## config.mk

```make
export PLATFORM = sky130hd
export DESIGN_NAME = ddr4_cmd_initiator
export DESIGN_NICKNAME = d
export VERILOG_FILES = /design/src/rtl/ddr4_cmd_initiator.sv
export SDC_FILE = /design/constraint.sdc
export NUM_CORES = 1
export LEC_CHECK = 0
export ABC_AREA = 1
export CAP_MARGIN = 20
export CORE_MARGIN = 3
export CORE_UTILIZATION = 25
export DETAILED_ROUTE_END_ITERATION = 16
export HOLD_SLACK_MARGIN = 0.08
export PLACE_DENSITY = 0.52
export SLEW_MARGIN = 20
export SYNTH_ARGS = -nofsm -noshare
export SYNTH_HDL_FRONTEND = slang
export SYNTH_SLANG_ARGS = --single-unit
```

## constraint.sdc

```tcl
create_clock -name sys_clk -period 6.7 [get_ports sys_clk]
set_input_delay 0.67 -clock sys_clk [delete_from_list [all_inputs] [get_ports sys_clk]]
set_output_delay 0.67 -clock sys_clk [all_outputs]
set_load 0.01 [all_outputs]
```

## src/rtl/ddr4_cmd_initiator.sv

```systemverilog
// ddr4_cmd_initiator: closed-page DDR4 command sequencer (ACT -> RD/WR -> PRE) with periodic all-bank refresh.
// Bus outputs are registered from the next state, so a command is on the bus in the cycle its state is occupied.
module ddr4_cmd_initiator #(
    parameter int T_INIT = 500,
    parameter int T_RCD  = 16,
    parameter int T_RAS  = 39,
    parameter int T_RTP  = 9,
    parameter int T_WR   = 30,
    parameter int T_RP   = 16,
    parameter int T_RFC  = 420,
    parameter int T_REFI = 9360
) (
    input  logic        sys_clk,
    input  logic        sys_reset,
    input  logic        req_valid,
    output logic        req_ready,
    input  logic        req_write,
    input  logic [29:0] req_addr,
    output logic        c0_ddr4_cke,
    output logic        c0_ddr4_cs_n,
    output logic        c0_ddr4_act_n,
    output logic [16:0] c0_ddr4_adr,
    output logic [1:0]  c0_ddr4_ba,
    output logic        c0_ddr4_bg,
    output logic        rd_issue,
    output logic        wr_issue,
    output logic        ref_overrun
);
    function automatic int max2(input int a, input int b);
        return a > b ? a : b;
    endfunction

    localparam int T_MAX = max2(max2(max2(T_INIT, T_RCD), max2(T_RAS, T_RTP)),
                                max2(max2(T_WR, T_RP), T_RFC));
    localparam int CW = $clog2(T_MAX + 1);

    typedef enum logic [3:0] {
        S_INIT, S_IDLE, S_ACT, S_WAIT_RCD, S_CAS, S_WAIT_PRE, S_PRE, S_WAIT_RP, S_REF, S_WAIT_RFC
    } state_t;

    state_t      state_q, state_d;
    logic [CW-1:0] cnt_q, cnt_d, ras_q, ras_d;
    logic [CW:0]   cnt_nx, ras_nx;
    logic        wr_q, wr_d;
    logic [29:0] addr_q, addr_d;
    logic [15:0] tmr_q, tmr_d;
    logic        pend_q, pend_d, ovr_q, ovr_d, tmr_exp, accept, cmd_d;
    logic        cke_d, cs_n_d, act_n_d, rd_d, wri_d;
    logic [16:0] adr_d;

    assign cnt_nx    = {1'b0, cnt_q} + (CW+1)'(1);
    assign ras_nx    = {1'b0, ras_q} + (CW+1)'(1);
    assign req_ready = state_q == S_IDLE && !pend_q;
    assign accept    = req_valid && req_ready;
    assign tmr_exp   = state_q != S_INIT && tmr_q == 16'(T_REFI - 1);

    always_comb begin
        state_d = state_q;
        case (state_q)
            S_INIT:             state_d = cnt_nx >= (CW+1)'(T_INIT) ? S_IDLE : S_INIT;
            S_IDLE:             state_d = pend_q ? S_REF : (req_valid ? S_ACT : S_IDLE);
            S_ACT, S_WAIT_RCD:  state_d = cnt_nx >= (CW+1)'(T_RCD) ? S_CAS : S_WAIT_RCD;
            S_CAS, S_WAIT_PRE:  state_d = (ras_nx >= (CW+1)'(T_RAS) &&
                                           cnt_nx >= (CW+1)'(wr_q ? T_WR : T_RTP)) ? S_PRE : S_WAIT_PRE;
            S_PRE, S_WAIT_RP:   state_d = cnt_nx >= (CW+1)'(T_RP) ? S_IDLE : S_WAIT_RP;
            S_REF, S_WAIT_RFC:  state_d = cnt_nx >= (CW+1)'(T_RFC) ? S_IDLE : S_WAIT_RFC;
            default:            state_d = S_INIT;
        endcase
        cmd_d  = state_d inside {S_ACT, S_CAS, S_PRE, S_REF};
        cnt_d  = cmd_d ? '0 : cnt_nx[CW-1:0];
        // Time since ACT saturates once tRAS is met so it cannot wrap during long CAS-to-PRE waits.
        ras_d  = state_d == S_ACT ? '0 : (ras_nx >= (CW+1)'(T_RAS) ? ras_q : ras_nx[CW-1:0]);
        addr_d = accept ? req_addr : addr_q;
        wr_d   = accept ? req_write : wr_q;
        tmr_d  = (state_q == S_INIT || tmr_exp) ? '0 : tmr_q + 16'd1;
        pend_d = tmr_exp || (pend_q && state_d != S_REF);
        ovr_d  = ovr_q || (tmr_exp && pend_q);
        cke_d   = state_d != S_INIT;
        cs_n_d  = !cmd_d;
        act_n_d = state_d != S_ACT;
        adr_d   = state_d == S_ACT ? addr_d[26:10] :
                  state_d == S_CAS ? {wr_d ? 3'b100 : 3'b101, 4'b0000, addr_d[9:0]} :
                  state_d == S_PRE ? 17'h08400 :
                  state_d == S_REF ? 17'h04000 : 17'h1C000;
        rd_d    = state_d == S_CAS && !wr_d;
        wri_d   = state_d == S_CAS && wr_d;
    end

    always_ff @(posedge sys_clk or posedge sys_reset) begin
        if (sys_reset) begin
            state_q       <= S_INIT;
            cnt_q         <= '0;
            ras_q         <= '0;
            wr_q          <= 1'b0;
            addr_q        <= '0;
            tmr_q         <= '0;
            pend_q        <= 1'b0;
            ovr_q         <= 1'b0;
            c0_ddr4_cke   <= 1'b0;
            c0_ddr4_cs_n  <= 1'b1;
            c0_ddr4_act_n <= 1'b1;
            c0_ddr4_adr   <= '0;
            c0_ddr4_ba    <= '0;
            c0_ddr4_bg    <= 1'b0;
            rd_issue      <= 1'b0;
            wr_issue      <= 1'b0;
        end else begin
            state_q       <= state_d;
            cnt_q         <= cnt_d;
            ras_q         <= ras_d;
            wr_q          <= wr_d;
            addr_q        <= addr_d;
            tmr_q         <= tmr_d;
            pend_q        <= pend_d;
            ovr_q         <= ovr_d;
            c0_ddr4_cke   <= cke_d;
            c0_ddr4_cs_n  <= cs_n_d;
            c0_ddr4_act_n <= act_n_d;
            c0_ddr4_adr   <= adr_d;
            c0_ddr4_ba    <= addr_d[28:27];
            c0_ddr4_bg    <= addr_d[29];
            rd_issue      <= rd_d;
            wr_issue      <= wri_d;
        end
    end

    assign ref_overrun = ovr_q;
endmodule

```

==> Word-level counts from Yosys, hierarchy flattened <==
Index checks and enable logic that the tools add are counted.
{ "word_totals": {"ff_bits": 96, "input_bits": 34, "out_inout_bits": 27, "wordCells": 83} }
{ "op_classes": {"addsub": 3, "order_cmp": 5, "eq_ne": 17, "n_mux": 20, "n_reduce_logical": 22} }
{ "op_table": {"columns": ["op", "count"], "rows": [
  ["$mux W17", 4],
  ["$mux W30", 1],
  ["$mux W9", 3],
  ["$eq A4 B3 Y1 const B", 6],
  ["$pmux W4 S6", 1],
  ["$add A9 B1 Y10 const B", 2],
  ["$ge A10 B9 Y1 const B", 2],
  ["$add A16 B1 Y16 const B", 1],
  ["$eq A16 B14 Y1 const B", 1],
  ["$mux W16", 1],
  ["$eq A4 B2 Y1 const B", 3],
  ["$eq A4 B4 Y1 const B", 3],
  ["$reduce_bool A4 Y1", 3],
  ["$ge A10 B5 Y1", 1],
  ["$ge A10 B5 Y1 const B", 1],
  ["$ge A10 B6 Y1 const B", 1],
  ["$logic_and A1 B1 Y1", 8],
  ["$mux W4", 2],
  ["$reduce_or A2 Y1", 4],
  ["$mux W3", 2],
  ["$mux W5", 1],
  ["$eq A4 B1 Y1 const B", 1],
  ["$logic_not A4 Y1", 1],
  ["$mux W2", 2],
  ["6 further kinds", 12]
]} }

==> Depth between registers and ports, before layout <==
Gate-level depths: netlist of run 1.
{ "depth": {"word_depth": 10, "depth_mapped": 15, "depth_no_buf": 15} }

==> Worst setup path after synthesis of run 1 <==
OpenSTA, ideal clock, no wires.
{ "synth_timing": {"path_kind": "register -> register", "startpoint": "register cnt_q[0]", "endpoint": "register c0_ddr4_cke", "setup_ps": 128, "t_arrival_ps": 1942, "setup_slack_ps": 4629, "path_stages_with_launch": 14, "path_buffers": 0, "period_less_slack_ps": 2071, "path_cell_list": "dfrtp_1 > ha_1 > or2_2 > nand2_1 > inv_1 > ha_1 > nand2_1 > nand2_1 > a21oi_1 > nand2_1 > nand3_2 > inv_1 > nor2_1 > nand3_1"} }
{ "synth_via": {"elab_chain_len": 6, "elab_cells_between_ends": 13} }
{ "synth_lines": {"columns": ["element", "line", "text"], "rows": [
  ["start, declared", "42", "logic [CW-1:0] cnt_q, cnt_d, ras_q, ras_d;"],
  ["start signal, assigned", "109", "cnt_q <= cnt_d;"],
  ["$add A9 B1 Y10 *", "51", "assign cnt_nx = {1'b0, cnt_q} + (CW+1)'(1);"],
  ["$ge A10 B5 Y1", "64", "cnt_nx >= (CW+1)'(wr_q ? T_WR : T_RTP)) ? S_PRE : S_WAIT_PRE;"],
  ["$logic_and A1 B1 Y1", "63", "S_CAS, S_WAIT_PRE: state_d = (ras_nx >= (CW+1)'(T_RAS) &&"],
  ["$mux W2", "64", null],
  ["$pmux W4 S6 *", "59", "case (state_q)"],
  ["$reduce_bool A4 Y1 *", "78", "cke_d = state_d != S_INIT;"],
  ["net cke_d", "48", "logic cke_d, cs_n_d, act_n_d, rd_d, wri_d;"],
  ["end signal, assigned", "116", "c0_ddr4_cke <= cke_d;"],
  ["end, declared", "19", "output logic c0_ddr4_cke,"]
]} }
Mark *: on every way through the listed nets, which the timed path passes. The rest lies on a longest branch.
A chain may end at the register's enable or synchronous reset.

==> Final worst setup path of run 1 <==
{ "layout_timing": {"startpoint": "register state_q[3]", "endpoint": "output req_ready"} }
{ "layout_via": {"elab_chain_len": 2} }
{ "layout_lines": {"columns": ["element", "line", "text"], "rows": [
  ["start, declared", "41", "state_t state_q, state_d;"],
  ["start signal, assigned", "108", "state_q <= state_d;"],
  ["$eq A4 B1 Y1", "53", "assign req_ready = state_q == S_IDLE && !pend_q;"],
  ["$logic_and A1 B1 Y1", "53", null],
  ["end, declared", "16", "output logic req_ready,"]
]} }
Every way passes these cells.

==> summary.txt, run 1 <==
Yosys reg bits = 76
Worst setup EP type = output pin
Post-CTS setup buffers = 0
Synth Area in Adders = 2.71%
Final period util = 35.7%
Die footprint = 0.0163 mm2
Commonest non-fill, non-tap cell in the layout = nand2_1
Placed instance area = 0.00448 mm2
Slew Limit Fails = 0
Clock sinks = 76
Quantity of hold-fixing buffers added after cts = 0
Int Pwr = 0.801 mW
Vias/cell = 4.21
Signal arrival time at the worst endpoint = 1720 ps
CTS tree = built
Setup TNS = 0 ps
Commonest non-fill, non-tap cells in the layout = nand2_1 (112), dfrtp_1 (74), inv_1 (66), clkdlybuf4s50_1 (60), nor2_1 (45)
Post-Route WL = 7.96 mm
Worst vdd rail ir drop = 0.121 mV
Worst setup SP type = register
Total GRT Usage = 10.4%
CP dominant cell by count = nor2_1
DR DRC count = 0
Fin crit period = 2390 ps
Synth cell types = 35
Clock network power share = 51.1%
Setup slack, reg-to-reg = 4330 ps
Final Instance Area = 0.00480 mm2
# diodes = 0
Area Growth Syn to Fin = 29.8%
Final hold vios = 0
Clk slew on worst S/H paths = 60 ps
Antenna violations before repair = 0
I/O Buffers = 60
RD Place Congestion = 0.795
CTS max path bufs = 2
Nets = 551
Setup violators final = 0
Drt first-iter violations = 104
CTS Buf Count = 9
Vias in the first global route = 2,885
Largest net degree at the start of global routing = 77
Post-Syn Area = 0.00369 mm2
Syn. warnings = 0
Slew HR = 35.8%
Average size of a mapped cell = 8.25 um2
# rows = 43
Worst Clk Skew = 6.95 ps
LEAKAGE = 2.33 nW
Max incr delay on CP = 560 ps
Max Cap Viol = 0
Synth Area in XOR/XNOR = 1.90%
Worst R2R Path Depth = 13
Crit. Startpoint = state_q[3]
Fmax = 0.418 GHz
CTS Root Cell = clkbuf_16
DR vias = 2,919
Post-Synth Simple-Gate Area = 29.9%
Chip Height = 128 um
Total grt overflow = 0
Post-synthesis mux area share = 0%
Sw frac = 19.9%
Critical path fanouts, max = 4
Setup Slack @ Placement = 4210 ps
Worst Hold Launch = tmr_q[0]
H-tree depth = 3
DP HPWL = 5.67 mm
Clk_lat worst skew = 330 ps
Critical-path cell list = nor2_1 -> nand3_1 -> nor2_1 -> clkdlybuf4s50_1
Layout cells sized above 1 = 9.73%
Slew @ Worst Pin = 963 ps
Core box area = 0.0141 mm2
Gate power share = 3.0%
Register area share after synthesis = 51.5%
WL/cell = 11.5 um
Crit path to = req_ready
CP required = 6030 ps
FF-to-FF Start = cnt_q[0]
Fin worst setup slack = 4310 ps
NetSw = 0.199 mW
Chip Width = 128 um
Crit-path slowest cell = clkdlybuf4s50_1
Drt pass-1 iters = 4
Setup CP Type = reg -> out
RSZ-0062 raised after global routing = false
Post-Syn Instances = 448
Synthesized Nets = 490
Cell Pwr Density = 209 mW/mm2
Top Ports = 61
Largest family of logic cells by synthesized area = simple AND/OR/NAND/NOR gates
Worst R2R End = c0_ddr4_cke
Worst Hold Class = reg -> reg
Status = completed
Resize count post-CTS = 0
Complex-gate fraction of the synthesized area = 5.25%
Antenna viol nets, final = 0
Sequential share of power = 45.9%
Initial Util = 26.1%
First-pass GRT wire length = 13.7 mm
area by class of cell:
type                            count  area, um2
Inverter                           70        267
Timing Repair Buffer               62        616
Tap cell                          180        225
Clock buffer                        9        225
Fill cell                        1453       9350
Clock inverter                      7       91.3
Multi-Input combinational cell    290       1470
Sequential cell                    76       1900
stage by stage:
step / total power [mW] / hold slack [ps] / util, % / instances
3_5_place_dp: 0.499 / 463 / 31.7 / 678
2_1_floorplan: 0.476 / 425 / - / 448
3_3_place_gp: 0.499 / 457 / 31.7 / 678
4_1_cts: 1.02 / 471 / 33.9 / 694
5_1_grt: 1.04 / 478 / 33.9 / 694
6_report: 1.00 / 470 / 33.9 / 694
cells in the mapped netlist:
master	count	area (um2)
nand2_1	112	420
dfrtp_1	74	1850
inv_1	67	251
nor2_1	45	169
nand3_1	32	160
nor2_2	11	68.8
o21ai_0	11	55.1
o21ai_1	10	50.1
a21oi_1	9	45.0
ha_1	8	100
nor3_1	8	40.0
xor2_1	7	61.3
clkbuf_1	6	22.5
nand2_2	6	37.5
nor3b_1	6	45.0
buf_2	4	20.0
nor4_1	4	25.0
buf_4	2	15.0
dfstp_2	2	52.6
inv_2	2	7.51
nand3_2	2	20.0
nand3b_1	2	15.0
nand4_1	2	12.5
nor2_4	2	22.5
o21bai_1	2	15.0
o31ai_1	2	15.0
or2_2	2	12.5
and3_1	1	6.26
inv_4	1	6.26
nand2_4	1	11.3
nand3_4	1	17.5
nor2_8	1	20.0
o21a_1	1	7.51
o22ai_1	1	6.26
xnor2_1	1	8.76
how the worst min path moves through the flow:
stage | end | slack (ps) | cells after the start
final | tmr_q[0] | 470 | 1
after detailed placement | tmr_q[0] | 460 | 1
after floorplan | tmr_q[0] | 430 | 1
after global routing | tmr_q[0] | 480 | 1
after global placement | tmr_q[0] | 460 | 1
after CTS | tmr_q[0] | 470 | 1
layer usage:
| metal | up-vias | global-route usage [%] | wire [um] |
|---|---|---|---|
| li1 | 1515 | - | - |
| met1 | 1330 | 13.9 | 3860 |
| met2 | 64 | 14.9 | 3330 |
| met3 | 10 | 4.06 | 631 |
| met4 | 0 | 4.56 | 130 |
| met5 | - | 0 | 0 |
worst max-delay path, delay by kind of cell, from the launching register on:
family / cells / cell delay (ps)
buf+inv: 1 / 560
flops: 1 / 410
simple gates: 3 / 430
power groups by stage:
stage / clock (mW) / sequential, mW / combinational, mW
final: 0.511 / 0.459 / 0.0302
after detailed placement: 0 / 0.467 / 0.0315
after global routing: 0.549 / 0.459 / 0.0336
after global placement: 0 / 0.467 / 0.0314
after floorplan: 0 / 0.467 / 0.00845
after CTS: 0.527 / 0.459 / 0.0314
state kept, by name, summed over array words and instances, names as in the netlist, 4 cells and up:
signal and cells:
cnt_q 9, ras_q 9, addr_q 13, state_q 4, c0_ddr4_adr 17, tmr_q 16
kinds of logic after synthesis:
family	count (synthesis)
simple gates	238
buf+inv	82
flops	76
compound gates	36
xor+xnor	8
fa+ha+maj	8
No activity file was read; power rests on OpenSTA's default activity.
==> run 2: changes to the inputs <==
Clock period 6.7 ns to 2.4 ns, I/O delays scaled along.
==> run 2 against run 1 <==
Register-to-register slack worse by 4100 ps; flip-flop and latch count unchanged; cell area up 1.6%; global-route usage up 0.48 points; die area unchanged.
==> summary.txt, run 2 (same netlist as run 1, synthesis figures left out) <==
Fin crit period = 2160 ps
Chip Height = 128 um (unchanged)
Worst Clk Skew = 6.39 ps (-0.559 ps)
LEAKAGE = 2.35 nW (+1.1%)
Vias in the first global route = 3,067 (+6.3%)
Critical-path cell list = ha_1 -> or2_2 -> nand2_2 -> inv_1 -> ha_1 -> nand2_1 -> nand2_1 -> a21oi_1 -> nand2_1 -> nand3_4 -> inv_1 -> nor2_1 -> nand3_1
Max incr delay on CP = 410 ps (-150 ps)
Vias/cell = 4.30 (+2.2%)
CP required = 2600 ps (-3430 ps)
Clk_lat worst skew = 330 ps (about the same)
# diodes = 0 (unchanged)
Clock sinks = 76 (unchanged)
Slew @ Worst Pin = 454 ps (-508 ps)
Cell Pwr Density = 594 mW/mm2 (+180%)
RSZ-0062 raised after global routing = false
Worst Hold Class = in -> async
Area Growth Syn to Fin = 31.8%
Final Non-Filler Cells = 697 (+0.43%)
Total grt overflow = 0 (unchanged)
Slew HR = 69.5% (+34 points)
Chip Width = 128 um (unchanged)
DR vias = 2,996 (+2.6%)
Slew Limit Fails = 0 (unchanged)
Signal arrival time at the worst endpoint = 2370 ps (+650 ps)
Total GRT Usage = 10.9% (+0.48 points)
Antenna viol nets, final = 0 (unchanged)
Setup CP Type = reg -> reg
H-tree depth = 3 (unchanged)
CTS Buf Count = 9 (unchanged)
CP dominant cell by count = nand2_1
Initial Util = 26.1% (unchanged)
Inst Count DP = 682 (+0.59%)
Fmax = 0.462 GHz
Worst vdd rail ir drop = 0.483 mV (+300%)
Core box area = 0.0141 mm2 (unchanged)
Biggest regs = c0_ddr4_adr (17), tmr_q (16), addr_q (13)
Max Cap Viol = 0 (unchanged)
Setup Slack @ Placement = 196 ps (-4010 ps)
Critical path fanouts, max = 5 (+1)
DR DRC count = 0 (unchanged)
Layout cells sized above 1 = 10.4% (+0.72 points)
Final core occ = 34.4% (+0.53 points)
RD Place Congestion = 0.750 (-5.7%)
Drt first-iter violations = 152 (+46%)
Post-Route WL = 8.08 mm (+1.5%)
Drt pass-1 iters = 4 (unchanged)
Post-CTS setup buffers = 0 (unchanged)
Top reg by flops = c0_ddr4_adr
CTS tree = built
# rows = 43 (unchanged)
Die footprint = 0.0163 mm2 (unchanged)
Crit-path slowest cell = dfrtp_1
Max reg flops = 17 (unchanged)
I/O Buffers = 60 (unchanged)
DP HPWL = 5.87 mm (+3.4%)
Antenna violations before repair = 0 (unchanged)
Setup violators final = 0 (unchanged)
Nets = 555 (+0.73%)
Final period util = 90.2%
WL/cell = 11.6 um (+1.1%)
Commonest non-fill, non-tap cells in the layout = nand2_1 (111), dfrtp_1 (74), inv_1 (66), clkdlybuf4s50_1 (60), nor2_1 (45)
Worst setup SP type = register
Quantity of hold-fixing buffers added after cts = 0 (unchanged)
Setup TNS = 0 ps (unchanged)
CTS Root Cell = clkbuf_16
Worst setup EP type = register
First-pass GRT wire length = 14.3 mm (+4.3%)
Clk slew on worst S/H paths = 60 ps (about the same)
Fin worst setup slack = 235 ps (-4070 ps)
Largest net degree at the start of global routing = 77 (unchanged)
Top Ports = 61 (unchanged)
CTS max path bufs = 2 (unchanged)
Final hold vios = 0 (unchanged)
Status = completed
Commonest non-fill, non-tap cell in the layout = nand2_1
run 2: stage by stage:
step | power [mW] | instance area (um2) | hold slack [ps]
after global routing | 3.01 | 4870 | 354
after CTS | 2.95 | 4860 | 328
final | 2.89 | 4870 | 320
after global placement | 1.40 | 4520 | 440
after detailed placement | 1.40 | 4520 | 449
after floorplan | 1.33 | 3690 | 346
run 2: worst paths after layout:
path                       slack [ps]         endpoint    startpoint  cells after the start
hold / removal                    320        tmr_q[10]     sys_reset                      3
hold reg to reg                   460         tmr_q[0]      tmr_q[0]                      1
min in group sys_clk              420  c0_ddr4_adr[13]  req_addr[23]                      3
setup / recovery                  240      c0_ddr4_cke      cnt_q[1]                     13
max in group asynchronous        1730    c0_ddr4_act_n     sys_reset                      3
setup reg to reg                  240      c0_ddr4_cke      cnt_q[1]                     13
run 2: final cells by class:
type / instances / area (um2)
Fill cell: 1452 / 9280
Sequential cell: 76 / 1900
Multi-Input combinational cell: 290 / 1480
Timing Repair Buffer: 66 / 658
Inverter: 70 / 267
Clock buffer: 9 / 225
Tap cell: 180 / 225
Clock inverter: 6 / 114
run 2: repair_timing:
item,in CTS,in global routing
setup endpoints to repair,0,8
resized for setup,0,2
endpoints found under the hold margin,0,0
run 2: critical path, delay by kind of cell, from the launching register on:
kind | cells | cell delay, ps
simple gates | 8 | 920
fa+ha+maj | 2 | 490
flops | 1 | 410
compound gates | 1 | 130
buf+inv | 2 | 100
run 2: power breakdown:
| part | internal (mW) | switching, mW | total (mW) | leakage (nW) |
|---|---|---|---|---|
| logic | 0.0519 | 0.0359 | 0.0877 | 1.23 |
| clock network | 1.01 | 0.514 | 1.52 | 0.158 |
| registers | 1.28 | 0 | 1.28 | 0.969 |
run 2: per-layer routing:
metal	track usage, %	routed length (um)
met1	13.4	3750
met2	16.5	3450
met3	5.14	727
met4	4.24	152
met5	0	0
==> run 3: changes to the inputs <==
Settings changed: DONT_BUFFER_PORTS set to 1, PLACE_DENSITY 0.52 to 0.44.
==> run 3 against run 2 <==
Routed wire length increased by 4.6%; utilization decreased by 2.2 points; sequential power about the same; setup slack got worse by 42 ps; flip-flop and latch count unchanged; clock-buffer cell count increased by 3; global-route usage increased by 0.52 points.
==> summary.txt, run 3 (same netlist as run 1, synthesis figures left out) <==
RSZ-0062 raised after global routing = false
Vias/cell = 4.29 (about the same)
Total grt overflow = 0 (unchanged)
Multi-input logic area = 0.00148 mm2 (unchanged)
DR vias = 2,873 (-4.1%)
CTS tree = built
Slew @ Worst Pin = 648 ps (+194 ps)
CTS Root Cell = clkbuf_16
Signal arrival time at the worst endpoint = 2470 ps (+100 ps)
Core box area = 0.0141 mm2 (unchanged)
Vias in the first global route = 2,996 (-2.3%)
DR DRC count = 0 (unchanged)
Critical path fanouts, max = 10 (+5)
Worst vdd rail ir drop = 0.406 mV (-16%)
Commonest non-fill, non-tap cell in the layout = nand2_1
DP HPWL = 5.89 mm (+0.29%)
Setup CP Type = reg -> reg
Worst setup EP type = register
Top reg by flops = c0_ddr4_adr
Chip Height = 128 um (unchanged)
Worst Hold Class = in -> reg
Nets = 526 (-5.2%)
CP required = 2660 ps (+60 ps)
Worst Clk Skew = 8.36 ps (+1.97 ps)
RD Place Congestion = 0.771 (+2.7%)
Placed instance area = 0.00393 mm2 (-13%)
Cell Pwr Density = 619 mW/mm2 (+4.3%)
Worst setup SP type = register
Max reg flops = 17 (unchanged)
LEAKAGE = 2.25 nW (-4.3%)
Drt pass-1 iters = 4 (unchanged)
Clock sinks = 76 (unchanged)
Sw frac = 20.0% (+1.0 points)
Fmax = 0.453 GHz (-1.9%)
First-pass GRT wire length = 14.6 mm (+2.4%)
Commonest non-fill, non-tap cells in the layout = nand2_1 (112), dfrtp_1 (74), inv_1 (66), nor2_1 (44), nand3_1 (32)
Slew Limit Fails = 0 (unchanged)
Area Growth Syn to Fin = 23.4%
Layout cells sized above 1 = 11.0% (+0.60 points)
Largest net degree at the start of global routing = 42 (-45%)
Antenna viol nets, final = 0 (unchanged)
Top Ports = 61 (unchanged)
Antenna violations before repair = 0 (unchanged)
Clock network power share = 52.0% (-0.7 points)
WL/cell = 12.6 um (+9.0%)
Setup violators final = 0 (unchanged)
Status = completed
Initial Util = 26.1% (unchanged)
Setup slack, reg-to-reg = 190 ps (-40 ps)
CTS Buf Count = 9 (unchanged)
Fill cells = 1,500 (+3.3%)
Final period util = 92.0% (+1.8 points)
H-tree depth = 3 (unchanged)
Drt first-iter violations = 104 (-32%)
# rows = 43 (unchanged)
Post-Route WL = 8.45 mm (+4.6%)
# diodes = 0 (unchanged)
Post-CTS setup buffers = 0 (unchanged)
Clk slew on worst S/H paths = 50 ps (about the same)
Setup TNS = 0 ps (unchanged)
Final Instance Area = 0.00456 mm2 (-6.4%)
CTS max path bufs = 2 (unchanged)
Clk_lat worst skew = 340 ps (about the same)
Die footprint = 0.0163 mm2 (unchanged)
Gate power share = 2.6% (-0.4 points)
I/O Buffers = 0 (-100%)
Fin crit period = 2210 ps (+42.0 ps)
Max Cap Viol = 0 (unchanged)
Slew HR = 56.7% (-13 points)
Storage element area = 0.00190 mm2 (unchanged)
Chip Width = 128 um (unchanged)
NetSw = 0.566 mW (+3.0%)
Sequential share of power = 45.4% (+1.1 points)
Total GRT Usage = 11.4% (+0.52 points)
Int Pwr = 2.26 mW (-3.7%)
Biggest regs = c0_ddr4_adr (17), tmr_q (16), addr_q (13)
Final hold vios = 0 (unchanged)
-- run 3: worst paths after layout --
| kind | from | endpoint | cells after the start |
|---|---|---|---|
| hold reg to reg | tmr_q[0] | tmr_q[0] | 1 |
| hold / removal | req_write | wr_q | 2 |
| setup / recovery | cnt_q[1] | cnt_q[1] | 12 |
| setup reg to reg | cnt_q[1] | cnt_q[1] | 12 |
| min in group asynchronous | sys_reset | c0_ddr4_adr[13] | 2 |
| max in group asynchronous | sys_reset | c0_ddr4_cs_n | 3 |
-- run 3: critical path, stage by stage, from the launching register on --
cell	delay [ps]
dfrtp_1	410
ha_1	220
or2_2	280
nand2_1	120
inv_1	60
ha_1	260
nand2_1	70
nand2_1	50
a21oi_1	120
nand2_1	110
nand3_4	110
nand3_4	200
nor2_2	130
-- run 3: layer usage --
layer	GRT usage [%]	vias up	share of wire (%)
li1	-	1474	-
met1	14.5	1341	47
met4	4.56	0	2.2
met3	4.01	14	4.8
met2	17.7	44	46
met5	0	-	0
-- run 3: timing repair --
action | 4_1_cts | 5_1_grt
endpoints found under the setup margin | 0 | 5
endpoints found under the hold margin | 63 | 0
hold buffers | 30 | 0
resized for setup | 0 | 2
-- run 3: cell type report --
cell class	count	area share [%]
well taps	180	4.94
multi-input cells	290	32.4
inverters	70	5.85
clock buffers	12	5.41
clock inverters	4	1.59
flip-flops and latches	76	41.8
repair buffers	37	8.02
-- run 3: power by group through the flow --
stage,registers (mW),clock network (mW),logic (mW)
after global routing,1.28,1.57,0.0846
after detailed placement,1.30,0,0.0387
after global placement,1.30,0,0.0380
after CTS,1.28,1.51,0.0779
final,1.28,1.47,0.0746
after floorplan,1.30,0,0.0236
-- run 3: per-stage QoR --
stage	worst slack [ps]	hold WS (ps)	total power, mW	cells	utilization, %
floorplan	225	346	1.33	448	-
global placement	249	235	1.34	623	27.8
detailed placement	162	240	1.34	623	27.8
CTS	148	104	2.87	669	32.1
global route	17.4	133	2.93	669	32.2
finish	193	116	2.82	669	32.2
